### src/rtl/float_mul_mant_norm_pkg.sv
// Shared float-multiply pipeline definitions: field widths and pipeline state encoding.
// Latency: n/a (types and constants only).
// Backpressure: n/a.
package float_mul_mant_norm_pkg;

    localparam int float_width      = 32;
    localparam int float_exp_width  = 8;
    localparam int float_mant_width = 23;

    // Mantissa with hidden bit, and the full double-width product.
    localparam int mant_w = float_mant_width + 1;
    localparam int acc_w  = 2 * mant_w;

    // Multiply-pipeline states; the idle/unpack stage uses the same encoding.
    typedef enum logic [2:0] {
        ST_IDLE = 3'd0,
        ST_MUL1 = 3'd1,
        ST_MUL2 = 3'd2,
        ST_MUL3 = 3'd3,
        ST_NORM = 3'd4
    } mul_state_t;

endpackage

### src/rtl/float_mul_mant_norm_if.sv
// Request/result bundle between the unpack stage and the mantissa multiply/normalise stage.
// Latency: n/a (wiring only).
// Backpressure: none; requester waits for ack (busy shows the stage is occupied).
interface float_mul_mant_norm_if;
    import float_mul_mant_norm_pkg::*;

    logic                              req;
    logic [mant_w-1:0]                 a_mant;
    logic [mant_w-1:0]                 b_mant;
    logic signed [float_exp_width+1:0] exp_sum;
    logic                              sign;
    logic [float_width-1:0]            out;
    logic                              ack;
    logic                              busy;

    modport master (
        output req, a_mant, b_mant, exp_sum, sign,
        input  out, ack, busy
    );

    modport slave (
        input  req, a_mant, b_mant, exp_sum, sign,
        output out, ack, busy
    );

endinterface

### src/rtl/float_mul_mant_norm_norm.sv
// Combinational normalise/truncate/pack of the mantissa product into an IEEE-754 single.
// Latency: 0 cycles (pure combinational).
// Backpressure: none.
module float_mul_norm
    import float_mul_mant_norm_pkg::*;
(
    input  logic [24:0]                      i_acc_hi,   // product bits [47:23]
    input  logic signed [float_exp_width+1:0] i_exp_sum,
    input  logic                             i_sign,
    output logic [float_width-1:0]           o_res
);

    // One extra bit so exp_sum + 1 can never wrap.
    logic signed [float_exp_width+2:0] w_exp;
    logic [float_mant_width-1:0]       w_mant;

    // Pick the leading one (bit 47 or 46), adjust exponent, clamp to zero/infinity and pack.
    always_comb begin
        w_mant = i_acc_hi[24] ? i_acc_hi[23:1] : i_acc_hi[22:0];
        w_exp  = {i_exp_sum[float_exp_width+1], i_exp_sum}
               + (i_acc_hi[24] ? 11'sd1 : 11'sd0);
        if (w_exp <= 11'sd0)
            o_res = '0;                                 // no denormals: flush to +0
        else if (w_exp >= 11'sd255)
            o_res = {i_sign, 8'hFF, 23'h0};             // overflow to infinity
        else
            o_res = {i_sign, w_exp[7:0], w_mant};
    end

endmodule

### src/rtl/float_mul_mant_norm.sv
// Mantissa multiply in three 8-bit chunks, then normalise and pack an IEEE-754 single.
// Latency: 5 cycles from sampled req to the ack cycle; one result per 5 cycles.
// Backpressure: none; req is ignored while busy, upstream must wait for ack.
module float_mul_mant_norm
    import float_mul_mant_norm_pkg::*;
#(
    parameter int CHUNK_WIDTH = 8      // the MUL1..MUL3 sequence walks three chunks
)(
    input  logic                     clk,
    input  logic                     rst,
    float_mul_mant_norm_if.slave     bus
);

    localparam int pp_w = mant_w + CHUNK_WIDTH;

    mul_state_t                        r_state;
    mul_state_t                        w_state_nxt;
    logic                              w_start;
    logic                              w_mul_en;
    logic [1:0]                        w_idx;

    logic [mant_w-1:0]                 r_a;
    logic [mant_w-1:0]                 r_b;
    logic signed [float_exp_width+1:0] r_exp;
    logic                              r_sign;
    logic [acc_w-1:0]                  r_acc;
    logic [float_width-1:0]            r_out;
    logic                              r_ack;

    logic [CHUNK_WIDTH-1:0]            w_chunk;
    logic [pp_w-1:0]                   w_pp;
    logic [acc_w-1:0]                  w_pp_sh;
    logic [float_width-1:0]            w_norm_res;

    // State register.
    always_ff @(posedge clk) begin
        if (rst) r_state <= ST_IDLE;
        else     r_state <= w_state_nxt;
    end

    // Next-state and per-state control decode.
    always_comb begin
        w_state_nxt = r_state;
        w_start     = 1'b0;
        w_mul_en    = 1'b0;
        w_idx       = 2'd0;
        case (r_state)
            ST_IDLE: if (bus.req) begin
                w_state_nxt = ST_MUL1;
                w_start     = 1'b1;
            end
            ST_MUL1: begin w_state_nxt = ST_MUL2; w_mul_en = 1'b1; w_idx = 2'd0; end
            ST_MUL2: begin w_state_nxt = ST_MUL3; w_mul_en = 1'b1; w_idx = 2'd1; end
            ST_MUL3: begin w_state_nxt = ST_NORM; w_mul_en = 1'b1; w_idx = 2'd2; end
            ST_NORM: w_state_nxt = ST_IDLE;
            default: w_state_nxt = ST_IDLE;
        endcase
    end

    // One 24xCHUNK partial product per cycle, aligned to its chunk position.
    always_comb begin
        w_chunk = r_b[int'(w_idx) * CHUNK_WIDTH +: CHUNK_WIDTH];
        w_pp    = r_a * w_chunk;
        w_pp_sh = {{(acc_w - pp_w){1'b0}}, w_pp} << (int'(w_idx) * CHUNK_WIDTH);
    end

    // Operand capture and product accumulation.
    always_ff @(posedge clk) begin
        if (rst) begin
            r_a    <= '0;
            r_b    <= '0;
            r_exp  <= '0;
            r_sign <= 1'b0;
            r_acc  <= '0;
        end else if (w_start) begin
            r_a    <= bus.a_mant;
            r_b    <= bus.b_mant;
            r_exp  <= bus.exp_sum;
            r_sign <= bus.sign;
            r_acc  <= '0;
        end else if (w_mul_en) begin
            r_acc  <= r_acc + w_pp_sh;
        end
    end

    float_mul_norm u_norm (
        .i_acc_hi  (r_acc[acc_w-1:acc_w-25]),
        .i_exp_sum (r_exp),
        .i_sign    (r_sign),
        .o_res     (w_norm_res)
    );

    // Register the packed result and strobe ack as NORM completes; out holds until next result.
    always_ff @(posedge clk) begin
        if (rst) begin
            r_out <= '0;
            r_ack <= 1'b0;
        end else begin
            r_ack <= (r_state == ST_NORM);
            if (r_state == ST_NORM) r_out <= w_norm_res;
        end
    end

    assign bus.out  = r_out;
    assign bus.ack  = r_ack;
    assign bus.busy = (r_state != ST_IDLE);

endmodule

### src/flat_wrapper.sv
// flat-port wrapper written by rule: the top's interface ports become plain ports
module float_mul_mant_norm_flat import float_mul_mant_norm_pkg::*;
#(
    parameter int CHUNK_WIDTH = 8                                                   
)
  (clk, rst, bus_req, bus_a_mant, bus_b_mant, bus_exp_sum, bus_sign, bus_out, bus_ack, bus_busy);
  float_mul_mant_norm_if bus_i ();
  input  logic clk;
  input  logic rst;
  input wire logic [$bits(bus_i.req)-1:0] bus_req;
  input wire logic [$bits(bus_i.a_mant)-1:0] bus_a_mant;
  input wire logic [$bits(bus_i.b_mant)-1:0] bus_b_mant;
  input wire logic [$bits(bus_i.exp_sum)-1:0] bus_exp_sum;
  input wire logic [$bits(bus_i.sign)-1:0] bus_sign;
  output wire logic [$bits(bus_i.out)-1:0] bus_out;
  output wire logic [$bits(bus_i.ack)-1:0] bus_ack;
  output wire logic [$bits(bus_i.busy)-1:0] bus_busy;
  assign bus_i.req = bus_req;
  assign bus_i.a_mant = bus_a_mant;
  assign bus_i.b_mant = bus_b_mant;
  assign bus_i.exp_sum = bus_exp_sum;
  assign bus_i.sign = bus_sign;
  assign bus_out = bus_i.out;
  assign bus_ack = bus_i.ack;
  assign bus_busy = bus_i.busy;
  float_mul_mant_norm #(.CHUNK_WIDTH(CHUNK_WIDTH)) u_core (.clk(clk), .rst(rst), .bus(bus_i));
endmodule
### config.mk
export PLATFORM = sky130hd
export DESIGN_NAME = float_mul_mant_norm_flat
export DESIGN_NICKNAME = d
export VERILOG_FILES = /design/src/rtl/float_mul_mant_norm_pkg.sv /design/src/rtl/float_mul_mant_norm_if.sv /design/src/rtl/float_mul_mant_norm_norm.sv /design/src/rtl/float_mul_mant_norm.sv /design/src/flat_wrapper.sv
export SDC_FILE = /design/constraint.sdc
export NUM_CORES = 1
export LEC_CHECK = 0
export BUFFER_PORTS_ARGS = -buffer_cell sky130_fd_sc_hd__buf_2
export CAP_MARGIN = 25
export CORE_AREA = 8 8 211 173
export DETAILED_ROUTE_END_ITERATION = 6
export DIE_AREA = 0 0 219 181
export GPL_ROUTABILITY_DRIVEN = 0
export PLACE_DENSITY_LB_ADDON = 0.3
export SLEW_MARGIN = 20
export SYNTH_ARGS = -nofsm -noshare
export SYNTH_HDL_FRONTEND = slang
export SYNTH_SLANG_ARGS = --single-unit
### constraint.sdc
create_clock -name clk -period 10.7 [get_ports clk]
set_clock_uncertainty 0.2 [all_clocks]
set_input_delay 2.14 -clock clk [delete_from_list [all_inputs] [get_ports clk]]
set_output_delay 2.14 -clock clk [all_outputs]
set_load 0.005 [all_outputs]
After elaboration in Yosys (flattened, before gate mapping)
Index checks and enable logic that the tools add are counted.

word-level totals
  output and inout bits = 34
  word-level logic and storage cells = 34
  register bits after elaboration = 143
  bits of input ports = 62

operators by class
  shifts and indexed selects = 2
  mux-type cells = 10
  $lt $le $gt $ge = 2
  multiply operators = 1
  reduce and logical (&&, ||, !) cells = 4
  $add $sub $neg = 2
  eq/ne operators = 5

operators with widths
  cell                 count
  $add 48x48->48       1
  $shl 32x5->48        1
  $mul 24x8->32        1
  $mux 32              1
  $mux 31              1
  $shiftx 24x6->8      1
  $mux 23              1
  $pmux 3 s4           1
  $add 10x2->11        1
  $ge 11x9->1 const B  1
  $le 11x1->1 const B  1
  $eq 3x2->1 const B   2
  $mux 1               4
  $pmux 2 s2           1
  $eq 3x1->1 const B   1
  $eq 3x3->1 const B   1
  $logic_not 3->1      1
  $mux 3               1
  $reduce_bool 3->1    1
  $reduce_or 3->1      1
  $ne 2x2->1 const B   1
  $reduce_or 2->1      1

Logic depth before layout (Yosys ltp)
Gate-level depths: netlist (run 1).

  depth in word-level cells = 6
  depth in mapped cells = 39
  mapped depth without buffers = 34

Cells and area by module
Synthesis (run 1) repeated with hierarchy kept, for this count alone.

second synthesis, totals
  cell total of the unflattened synthesis = 1,927
  area total of the unflattened synthesis = 15,228.4 um^2

modules (own cells, without submodules)
  module               cells each  area each (um^2)  times used  sequential area each (um^2)
  float_mul_mant_norm  1,817       14,222.4          1           2,862.7
  float_mul_norm       110         1,006.0           1           0.0

Least setup slack after synthesis (run 1)
Ideal clock, no wire load.

  path kind = register to register
  start = register u_core.r_state[0]
  end = register u_core.r_acc[47]
  arrival = 8,550 ps
  period minus slack after synthesis = 8,821 ps
  path buffers = 3
  stages on the path, launching flop included = 35
  slack = 1,879 ps
  setup time = 70 ps
  data required time = 10,430 ps
  cells stage by stage = dfxtp_1 -> clkbuf_1 -> buf_1 -> mux2i_1 -> nor2_1 -> a21oi_1 -> clkbuf_1 -> nor2b_1 -> fa_1 -> fa_1 -> fa_1 -> inv_1 -> fa_1 -> inv_1 -> ha_1 -> a21oi_1 -> o21ai_0 -> a21oi_1 -> a21oi_1 -> o21a_1 -> o21ai_0 -> a211oi_1 -> a2111oi_0 -> a21oi_1 -> ha_1 -> and3_4 -> and4_1 -> nand2_1 -> o211a_4 -> or4_4 -> nand2_4 -> o2111ai_2 -> and4_4 -> or4_1 -> a21oi_1

between the ends
  cells in the longest elaborated chain, start to end = 6
  elaborated cells between the ends (all ways) = 13
  those cells by class = add/sub: 1; mul: 1; eq/ne: 3; shift: 2; mux: 3; reduce/logical: 3

ends and longest elaborated chain
  what                    RTL line                   RTL
  start, declared         float_mul_mant_norm.sv:16  mul_state_t r_state;
  start signal, assigned  float_mul_mant_norm.sv:38  else r_state <= w_state_nxt;
  $eq 3x2->1              float_mul_mant_norm.sv:47  case (r_state)
  $pmux 2 s2              float_mul_mant_norm.sv:47
  $shiftx 24x6->8         float_mul_mant_norm.sv:62  w_chunk = r_b[int'(w_idx) * CHUNK_WIDTH +: CHUNK_WIDTH];
  $mul 24x8->32           float_mul_mant_norm.sv:63  w_pp = r_a * w_chunk;
  $shl 32x5->48           float_mul_mant_norm.sv:64  w_pp_sh = {{(acc_w - pp_w){1'b0}}, w_pp} << (int'(w_idx) * CHUNK_WIDTH);
  $add 48x48->48          float_mul_mant_norm.sv:82  r_acc <= r_acc + w_pp_sh;
  end signal, assigned    float_mul_mant_norm.sv:82
  end, declared           float_mul_mant_norm.sv:26  logic [acc_w-1:0] r_acc;

Parallel ways exist; a longest one is shown, timed or not.
A chain may end at the register's enable or synchronous reset.

Worst setup path after layout (run 1)
  start = register u_core.r_state[2]
  end = register u_core.r_acc[46]

The elaborated chain is that of the path after synthesis.

==> results of run 1 <==
placed cells by master (no fill, tap or decap), types with 79 or more instances in the layout:
| master | Yosys | layout |
|---|---|---|
| ha_1 | 101 | 101 |
| and2_1 | 94 | 93 |
| a21oi_1 | 191 | 190 |
| inv_1 | 171 | 171 |
| o21ai_0 | 83 | 79 |
| buf_2 | 3 | 94 |
| nor2_1 | 106 | 105 |
| fa_1 | 133 | 133 |
| nand2_1 | 304 | 303 |
| dfxtp_1 | 143 | 143 |
power by group:
part / leakage (nW) / total [mW] / internal [mW] / switching [mW]
Clock: 0.285 / 0.610 / 0.336 / 0.274
Combinational: 5.96 / 0.459 / 0.160 / 0.299
Sequential: 1.16 / 0.593 / 0.558 / 0.0353
worst max-delay path, delay by kind of cell (launching register included):
family / cells / cell delay [ns]
and+or+nand+nor: 7 / 1.24
AOI/OAI and AO/OA: 15 / 4.06
buffers and inverters: 4 / 0.81
adders and majority gates: 6 / 2.76
DFF: 1 / 0.45
muxes: 1 / 0.22
sequential cells by signal, summed over array words and instances (netlist names):
| name | cells |
|---|---|
| u_core.r_acc | 48 |
| u_core.r_b | 24 |
| u_core.r_a | 24 |
| u_core.r_sign | 1 |
| u_core.r_state | 3 |
| u_core.bus.ack | 1 |
| u_core.r_exp | 10 |
| u_core.bus.out | 32 |
layer usage:
layer / track usage / up-vias / routed length (um)
met3: 0.0427 / 50 / 2530
met1: 0.266 / 6232 / 17700
met5: 0 / - / 0
li1: - / 6271 / -
met4: 0.0528 / 0 / 740
met2: 0.305 / 359 / 17200
cell usage after synthesis, drive strengths merged (32+ instances only):
library cell  number
ha               101
xnor2             32
nand2            305
and2              94
nor2             106
a21oi            191
xor2              32
a21o              33
nor2b             67
o21ai             84
dfxtp            143
inv              171
clkbuf            83
fa               133
kinds of logic after synthesis:
logic type                 Yosys count  synth area share
DFF                                143             0.195
muxes                               42            0.0308
adders and majority gates          234             0.268
xor gates and xnor gates            64            0.0383
and+or+nand+nor                    690             0.224
buffers and inverters              267            0.0688
AOI/OAI and AO/OA                  427             0.174
layout make-up:
| cell class | count | area share |
|---|---|---|
| Tap cell | 434 | 0.0338 |
| Sequential cell | 143 | 0.178 |
| Clock buffer | 19 | 0.0275 |
| Inverter | 172 | 0.0401 |
| Clock inverter | 13 | 0.00910 |
| Multi-Input combinational cell | 1457 | 0.671 |
| Timing Repair Buffer | 117 | 0.0400 |
metrics by stage:
| stage | utilization | hold slack [ns] | worst slack (ns) | cells |
|---|---|---|---|---|
| after floorplan | - | 0.236 | 1.88 | 1867 |
| after global routing | 0.487 | 0.265 | 0.232 | 2355 |
| after CTS | 0.487 | 0.255 | 1.02 | 2355 |
| final | 0.487 | 0.252 | 0.825 | 2355 |
| after global placement | 0.469 | 0.239 | 1.35 | 2323 |
| after detailed placement | 0.469 | 0.244 | 1.08 | 2323 |
how the worst max path moves through the flow:
stage                            from  slack [ns]                to
detailed placement  u_core.r_state[2]        1.08  u_core.r_acc[46]
global route        u_core.r_state[2]        0.23  u_core.r_acc[46]
global placement    u_core.r_state[2]        1.35  u_core.r_acc[47]
CTS                 u_core.r_state[2]        1.02  u_core.r_acc[46]
finish              u_core.r_state[2]        0.82  u_core.r_acc[46]
floorplan           u_core.r_state[0]        1.88  u_core.r_acc[47]
==> out/qor.txt, run 1 <==
Run status: finished, final reports clean
H-tree levels: 4
Mean Syn Cell Area: 7.84 um^2
Core area: 33000 um^2
Largest net degree at the start of global routing: 60
CTS sink count: 143
Final number of hold-violating endpoints: 0
Max Slew Vio Count: 0
CTS Buf Count: 17
Post-Route WL: 38200 um
Avg WL per Cell: 16.2 um
Max-cap violations: 0
Hold Path Origin: u_core.bus.out[29]
Syn Nets: 2163
Min-Delay Endpoint: u_core.bus.out[29]
DP HPWL: 29100 um
Die width: 219 um
Post-synth EDFFs: 0
PortBufs: 95
Minimum clock period: 9.88 ns
Sequential share of the synthesized area: 0.195
Total chip power: 1.66 mW
Initial DRC count: 829
Clock-pin slew of the registers on the worst-case setup and hold paths: 0.08 ns
Initial DRT Pass Iterations: 5
Max stage delay on crit path: 0.75 ns
P per Cell Area: 103 nW/um^2
Setup TNS: 0 ns
Depth of the worst register-to-register path: 33
Hold Path Class: reg -> reg
GR Overflow Total: 0
Mapped Cells: 1867
Capturing element type of the critical path: flip-flop
Kind of start point of the critical path: flip-flop
Postcts setup bufs: 0
Multi-input logic area: 10800 um^2
Row cnt: 60
Netlist cell types: 68
I/O Pins: 96
Share of cells above drive strength 1: 0.101
Worst hold stages: 2
Drt drc: 0
Final period util: 0.923
Worst skew pair latency: 0.45 ns
Cell taking the most area after synthesis: dfxtp_1
Reg-to-reg slack, setup: 0.82 ns
Setup violators final: 0
DIE HEIGHT: 181 um
Maximum root-to-sink buffer count: 2
Vias in the first global route: 12600
Crit Path Class: reg -> reg
Storage element area: 2860 um^2
Layout area overhead: 9.81%
First-pass GRT wire length: 63900 um
Unrepaired setup endpoints after global routing: false
Hold-fix buffers at CTS: 0
Nets: 2204
CTS tree: done
Asr flop ratio synth: 0
Ys Warns: 0
Area after DPL: 15500 um^2
Initial Util: 0.443
Top FF cell, synth: dfxtp_1
Total GRT Usage: 0.195
Arr. time, crit path: 10.02 ns
Peak VDD IR: 124 uV
Synth top area share: 0.195
Ant. Diodes: 0
Detail-routed via count per cell: 5.48
Syn Std Cell Area: 14600 um^2
Slew at the pin with the worst max-slew slack: 0.843 ns
Layout fillers: 3257
Die area: 39600 um^2
Via count: 12900
FF-to-FF End: u_core.r_acc[46]
#FFs+latches synth: 143
Critical Path RT: 10.85 ns
Critical path's slowest cell: a2111oi_0
Max FO, Critical Path: 40
Post-CTS resize count: 0
Post-route cell area: 16100 um^2
Synth area leaders: dfxtp_1, fa_1, ha_1, nand2_1, a21oi_1
FF-to-FF Start: u_core.r_state[2]
Relative slew slack: 0.424
Max Fclk: 101 MHz
Antenna-violating nets left: 0
Initial antenna violation count: 0
Leakage Power: 7.40 nW
Root buf cell: clkbuf_16
Power figures use the tool's default switching activity.
==> run 2: changes to the inputs <==
--- a/config.mk
+++ b/config.mk
@@ -7,11 +7,11 @@
 export LEC_CHECK = 0
 export BUFFER_PORTS_ARGS = -buffer_cell sky130_fd_sc_hd__buf_2
 export CAP_MARGIN = 25
-export CORE_AREA = 8 8 211 173
+export CORE_AREA = 8 8 209 171
 export DETAILED_ROUTE_END_ITERATION = 6
-export DIE_AREA = 0 0 219 181
+export DIE_AREA = 0 0 217 179
 export GPL_ROUTABILITY_DRIVEN = 0
-export PLACE_DENSITY_LB_ADDON = 0.3
+export GPL_TIMING_DRIVEN = 0
 export SLEW_MARGIN = 20
 export SYNTH_ARGS = -nofsm -noshare
 export SYNTH_HDL_FRONTEND = slang
==> run 2 against run 1 <==
  * Sequential cell count unchanged
  * Final area up 1.6%
  * Global-route usage up 2.5 points
  * Sequential power down 0.7%
  * Critical path depth up 3
  * Sequential share of layout area down 0.28 points
  * Register-to-register slack worse by 0.07 ns
  * Die area down 2.0%
  * Via count up 2.4%
  * Clock power up 8.7%
  * Combinational power up 8.1%
  * Hold slack better by 0.0029 ns
  * Critical endpoint is now u_core.r_acc[47]
  * Largest cell class unchanged
==> out/qor.txt, run 2 (synthesized netlist as in run 1, its figures left out) <==
Ant. Diodes: 0
First-pass GRT wire length: 68700 um
Max Fclk: 101 MHz
Arr. time, crit path: 10.10 ns
Initial DRC count: 923
Leakage Power: 7.48 nW
CTS sink count: 143
Row cnt: 59
Depth of the worst register-to-register path: 36
Capturing element type of the critical path: flip-flop
Setup TNS: 0 ns
Layout area overhead: 11.6%
Postcts setup bufs: 0
Max stage delay on crit path: 0.56 ns
Most frequent CP cell: a21oi_1
Total GRT Usage: 0.220
CTS tree: done
H-tree levels: 4
M1 GR Usage: 0.320
Nets: 2279
Critical path's slowest cell: fa_1
Kind of start point of the critical path: flip-flop
DP HPWL: 33800 um
FF-to-FF End: u_core.r_acc[47]
Max Slew Vio Count: 0
Critical Path RT: 10.85 ns
Hold-fix buffers at CTS: 0
Most frequent cells in the layout: nand2_1, a21oi_1, inv_1
Min-Delay Endpoint: u_core.r_b[14]
PortBufs: 94
Largest net degree at the start of global routing: 17
Maximum root-to-sink buffer count: 2
Final period util: 0.929
Initial Util: 0.455
DIE HEIGHT: 179 um
Relative slew slack: 0.388
Grt met3 use: 0.0428
Run status: finished, final reports clean
FF-to-FF Start: u_core.r_state[2]
Via count: 13200
Final number of hold-violating endpoints: 0
Die width: 217 um
Peak VDD IR: 101 uV
Worst skew pair latency: 0.44 ns
GR Util met2: 0.326
Initial DRT Pass Iterations: 7
Crit Path Class: reg -> reg
Max FO, Critical Path: 10
Detail-routed via count per cell: 5.46
Worst hold stages: 2
P per Cell Area: 107 nW/um^2
Non-Filler Instances: 2422
Hold Path Origin: u_core.r_b[14]
Top Usage Layer GRT: met2
Post-CTS resize count: 3
Minimum clock period: 9.94 ns
Hold Path Class: reg -> reg
GR Overflow Total: 0
Max-cap violations: 0
Root buf cell: clkbuf_16
Drt drc: 0
Slew at the pin with the worst max-slew slack: 0.918 ns
Placed cells: 2390
Core area: 32200 um^2
Reg-to-reg slack, setup: 0.76 ns
Clock-pin slew of the registers on the worst-case setup and hold paths: 0.07 ns
Avg WL per Cell: 17.6 um
Storage element area: 2860 um^2
Antenna-violating nets left: 0
I/O Pins: 96
Initial antenna violation count: 1
Layout fillers: 3225
Die area: 38800 um^2
Setup violators final: 0
Leading cell type in the layout, fill and taps excluded: nand2_1
Share of cells above drive strength 1: 0.0922
Reg with most FFs: u_core.r_acc
Multi-input logic area: 10800 um^2
CTS Buf Count: 17
Unrepaired setup endpoints after global routing: false
Post-Route WL: 42600 um
Vias in the first global route: 12800
Max reg flops: 48
## run 2: cell types whose count changed in the layout (fill, tap and decap cells not counted), sizes merged
| cell | delta |
|---|---|
| buf | -10 |
| clkinv | -2 |
| bufinv | +2 |
| inv | +1 |
| clkbuf | +83 |
## run 2: final cells by class
class,count,share of cell area
clock inverters,14,0.0120
clock buffers,17,0.0260
well taps,427,0.0327
inverters,172,0.0395
repair buffers,97,0.0298
flip-flops and latches,143,0.175
multi-input cells,1457,0.662
plain buffers,95,0.0230
## run 2: power by group
group | internal [mW] | switching [mW]
logic | 0.165 | 0.331
registers | 0.558 | 0.0314
clock network | 0.377 | 0.286
total | 1.10 | 0.649
## run 2: how the worst max path moves through the flow
stage / end / depth (start not counted) / slack [ns] / startpoint
floorplan: u_core.r_acc[47] / 34 / 1.88 / u_core.r_state[0]
global placement: u_core.r_acc[46] / 34 / -0.65 / u_core.r_state[0]
detailed placement: u_core.r_acc[46] / 35 / -0.20 / u_core.r_state[0]
CTS: u_core.r_acc[46] / 35 / 0.07 / u_core.r_state[0]
global route: u_core.r_acc[46] / 36 / 0.03 / u_core.r_state[2]
finish: u_core.r_acc[47] / 36 / 0.76 / u_core.r_state[2]
## run 2: stage by stage
stage | hold slack, ns | power, mW | util | area (um^2) | setup WS, ns
after CTS | 0.257 | 1.75 | 0.506 | 16300 | 0.0658
after global placement | 0.241 | 1.08 | 0.486 | 15700 | -0.646
after global routing | 0.273 | 1.84 | 0.508 | 16300 | 0.0269
after detailed placement | 0.244 | 1.09 | 0.487 | 15700 | -0.199
final | 0.255 | 1.75 | 0.508 | 16300 | 0.757
after floorplan | 0.236 | 0.926 | - | 14600 | 1.88
## run 2: metal layers
metal / part of all wire / vias to the layer above
met5: 0.00021 / -
met4: 0.024 / 2
met3: 0.072 / 53
met2: 0.42 / 426
met1: 0.48 / 6309
li1: - / 6426
## run 2: critical path, delay by kind of cell, from the launching register on
family	cells	cell delay (ns)
and+or+nand+nor	10	2.19
DFF	1	0.31
adders and majority gates	6	2.88
buffers and inverters	7	1.57
AOI/OAI and AO/OA	13	2.69
==> run 3: changes to the inputs <==
--- a/config.mk
+++ b/config.mk
@@ -7,12 +7,13 @@
 export LEC_CHECK = 0
 export BUFFER_PORTS_ARGS = -buffer_cell sky130_fd_sc_hd__buf_2
 export CAP_MARGIN = 25
-export CORE_AREA = 8 8 209 171
+export CORE_AREA = 8 8 213 174
 export DETAILED_ROUTE_END_ITERATION = 6
-export DIE_AREA = 0 0 217 179
+export DIE_AREA = 0 0 221 182
 export GPL_ROUTABILITY_DRIVEN = 0
 export GPL_TIMING_DRIVEN = 0
 export SLEW_MARGIN = 20
 export SYNTH_ARGS = -nofsm -noshare
 export SYNTH_HDL_FRONTEND = slang
+export SYNTH_HIERARCHICAL = 1
 export SYNTH_SLANG_ARGS = --single-unit
==> run 3 against run 2 <==
  * Area after synthesis up 4.0%
  * Wire length up 3.5%
  * Final area up 3.3%
  * Clock power down 4.2%
  * First-iteration DRC count up 32%
  * Global-route usage about the same
  * Non-clock buffer count up 6
  * Critical path depth up 3
  * Sequential power up 1%
==> out/qor.txt, run 3 <==
Root buf cell: clkbuf_16
Most frequent cells in the layout: nand2_1, a21oi_1, inv_1
Max stage delay on crit path: 0.56 ns
Ys Warns: 6
Kind of start point of the critical path: flip-flop
Critical Path RT: 10.87 ns
Nets: 2338
Syn Std Cell Area: 15200 um^2
Worst hold slack: 0.253 ns
H-tree levels: 4
Hold Path Origin: u_core/bus.out[20]
Ant. Diodes: 0
Dpl ws: 0.308 ns
Drt drc: 0
Post-Route WL: 44100 um
Max-cap violations: 0
Non-Filler Instances: 2488
DIE HEIGHT: 182 um
Synth area leaders: dfxtp_1, fa_1, nand2_1, ha_1, a21oi_1
Most frequent cells after synthesis: nand2_1, a21oi_1, inv_1
Final period util: 0.950
Max Slew Vio Count: 0
Total chip power: 1.79 mW
Slew at the pin with the worst max-slew slack: 0.994 ns
Crit Path Class: reg -> reg
Capturing element type of the critical path: flip-flop
Hold Path Class: reg -> reg
Largest net degree at the start of global routing: 17
Initial antenna violation count: 3
Post-synth EDFFs: 0
Leading cell type in the layout, fill and taps excluded: nand2_1
Share of cells above drive strength 1: 0.0993
Max FO, Critical Path: 10
First-pass GRT wire length: 71900 um
P per Cell Area: 106 nW/um^2
Max reg flops: 48
Final core occ: 0.506
Final number of hold-violating endpoints: 0
I/O Pins: 96
Worst skew pair latency: 0.44 ns
Sequential share of the synthesized area: 0.188
CTS tree: done
Synth top area share: 0.188
Mean Syn Cell Area: 7.90 um^2
Maximum root-to-sink buffer count: 2
Asr flop ratio synth: 0
Syn Nets: 2224
FF-to-FF Start: u_core/r_state[2]
Clock-pin slew of the registers on the worst-case setup and hold paths: 0.07 ns
Row cnt: 60
Max Fclk: 98.4 MHz
Detail-routed via count per cell: 5.46
Area after DPL: 16200 um^2
Setup violators final: 0
DP HPWL: 35700 um
Core area: 33400 um^2
Critical path's slowest cell: fa_1
Post-route cell area: 16900 um^2
Leakage Power: 7.50 nW
CTS Buf Count: 17
CP Launch Point: u_core/r_state[2]
Avg WL per Cell: 17.7 um
Mapped Cells: 1927
GR Overflow Total: 0
Run status: finished, final reports clean
Layout area overhead: 10.9%
Relative slew slack: 0.330
PortBufs: 94
Most frequent cell after synthesis: nand2_1
Peak VDD IR: 89.4 uV
Die width: 221 um
Total GRT Usage: 0.220
#FFs+latches synth: 143
Initial Util: 0.456
CTS sink count: 143
Antenna-violating nets left: 0
Unrepaired setup endpoints after global routing: false
Vias in the first global route: 13200
Initial DRC count: 1216
Top FF cell, synth: dfxtp_1
Most frequent CP cell: fa_1
Cell taking the most area after synthesis: dfxtp_1
Setup ws final: 0.534 ns
Initial DRT Pass Iterations: 6
Minimum clock period: 10.17 ns
Reg with most FFs: u_core/r_acc
Setup TNS: 0 ns
Die area: 40200 um^2
Via count: 13600
Placed cells: 2456
Netlist cell types: 74
Arr. time, crit path: 10.33 ns
[run 3: changes by cell type in the layout (fill, tap and decap cells not counted), sizes merged, moves of 19 or more]
| cell | before | now |
|---|---|---|
| a211oi | 15 | 39 |
| a22oi | 26 | 1 |
| mux2i | 17 | 37 |
| nor2 | 106 | 87 |
| o21ai | 84 | 62 |
| a21oi | 191 | 227 |
| mux2 | 25 | 0 |
| nand2 | 305 | 343 |
| xnor2 | 32 | 58 |
[run 3: where the power goes]
part / leakage, nW / internal, mW / total, mW / switching [mW]
registers: 1.16 / 0.559 / 0.595 / 0.0353
clock network: 0.305 / 0.357 / 0.635 / 0.278
logic: 6.03 / 0.185 / 0.556 / 0.371
[run 3: worst paths after layout]
| kind | to | slack (ns) | cells after the start |
|---|---|---|---|
| hold / removal | u_core/bus.out[20] | 0.25 | 2 |
| hold reg to reg | u_core/bus.out[20] | 0.25 | 2 |
| setup reg to reg | u_core/r_acc[47] | 0.53 | 39 |
| setup / recovery | u_core/r_acc[47] | 0.53 | 39 |
[run 3: layout make-up]
| type | count | area, um^2 |
|---|---|---|
| well taps | 434 | 543 |
| flip-flops and latches | 143 | 2860 |
| multi-input cells | 1500 | 11300 |
| plain buffers | 103 | 463 |
| clock inverters | 15 | 185 |
| clock buffers | 17 | 425 |
| inverters | 181 | 679 |
| repair buffers | 95 | 478 |
| fillers | 3307 | 16500 |
[run 3: timing repair]
action	in CTS	in global routing
buffers inserted	0	0
gates resized for setup	0	26
setup endpoints to repair	0	13
hold buffers	0	0
[run 3: kinds of logic after synthesis]
| group | synth area share |
|---|---|
| AND/OR/NAND/NOR | 0.216 |
| AO/OA/AOI/OAI | 0.197 |
| buffers and inverters | 0.0742 |
| adder cells (fa/ha/maj) | 0.259 |
| flip-flops | 0.188 |
| XOR/XNOR | 0.0426 |
| multiplexers | 0.0243 |
[run 3: metal layers]
| metal | vias up | GRT usage | part of all wire |
|---|---|---|---|
| met3 | 53 | 0.0486 | 0.081 |
| met2 | 435 | 0.320 | 0.41 |
| li1 | 6628 | - | - |
| met4 | 0 | 0.0600 | 0.020 |
| met5 | - | 0 | 0 |
| met1 | 6466 | 0.322 | 0.49 |
[run 3: worst max-delay path, delay by kind of cell (launching register included)]
kind / cells / cell delay [ns]
compound gates: 16 / 3.29
fa+ha+maj: 6 / 2.82
buf+inv: 8 / 1.53
simple gates: 6 / 1.13
mux: 2 / 0.55
flops: 1 / 0.31
xor+xnor: 1 / 0.26
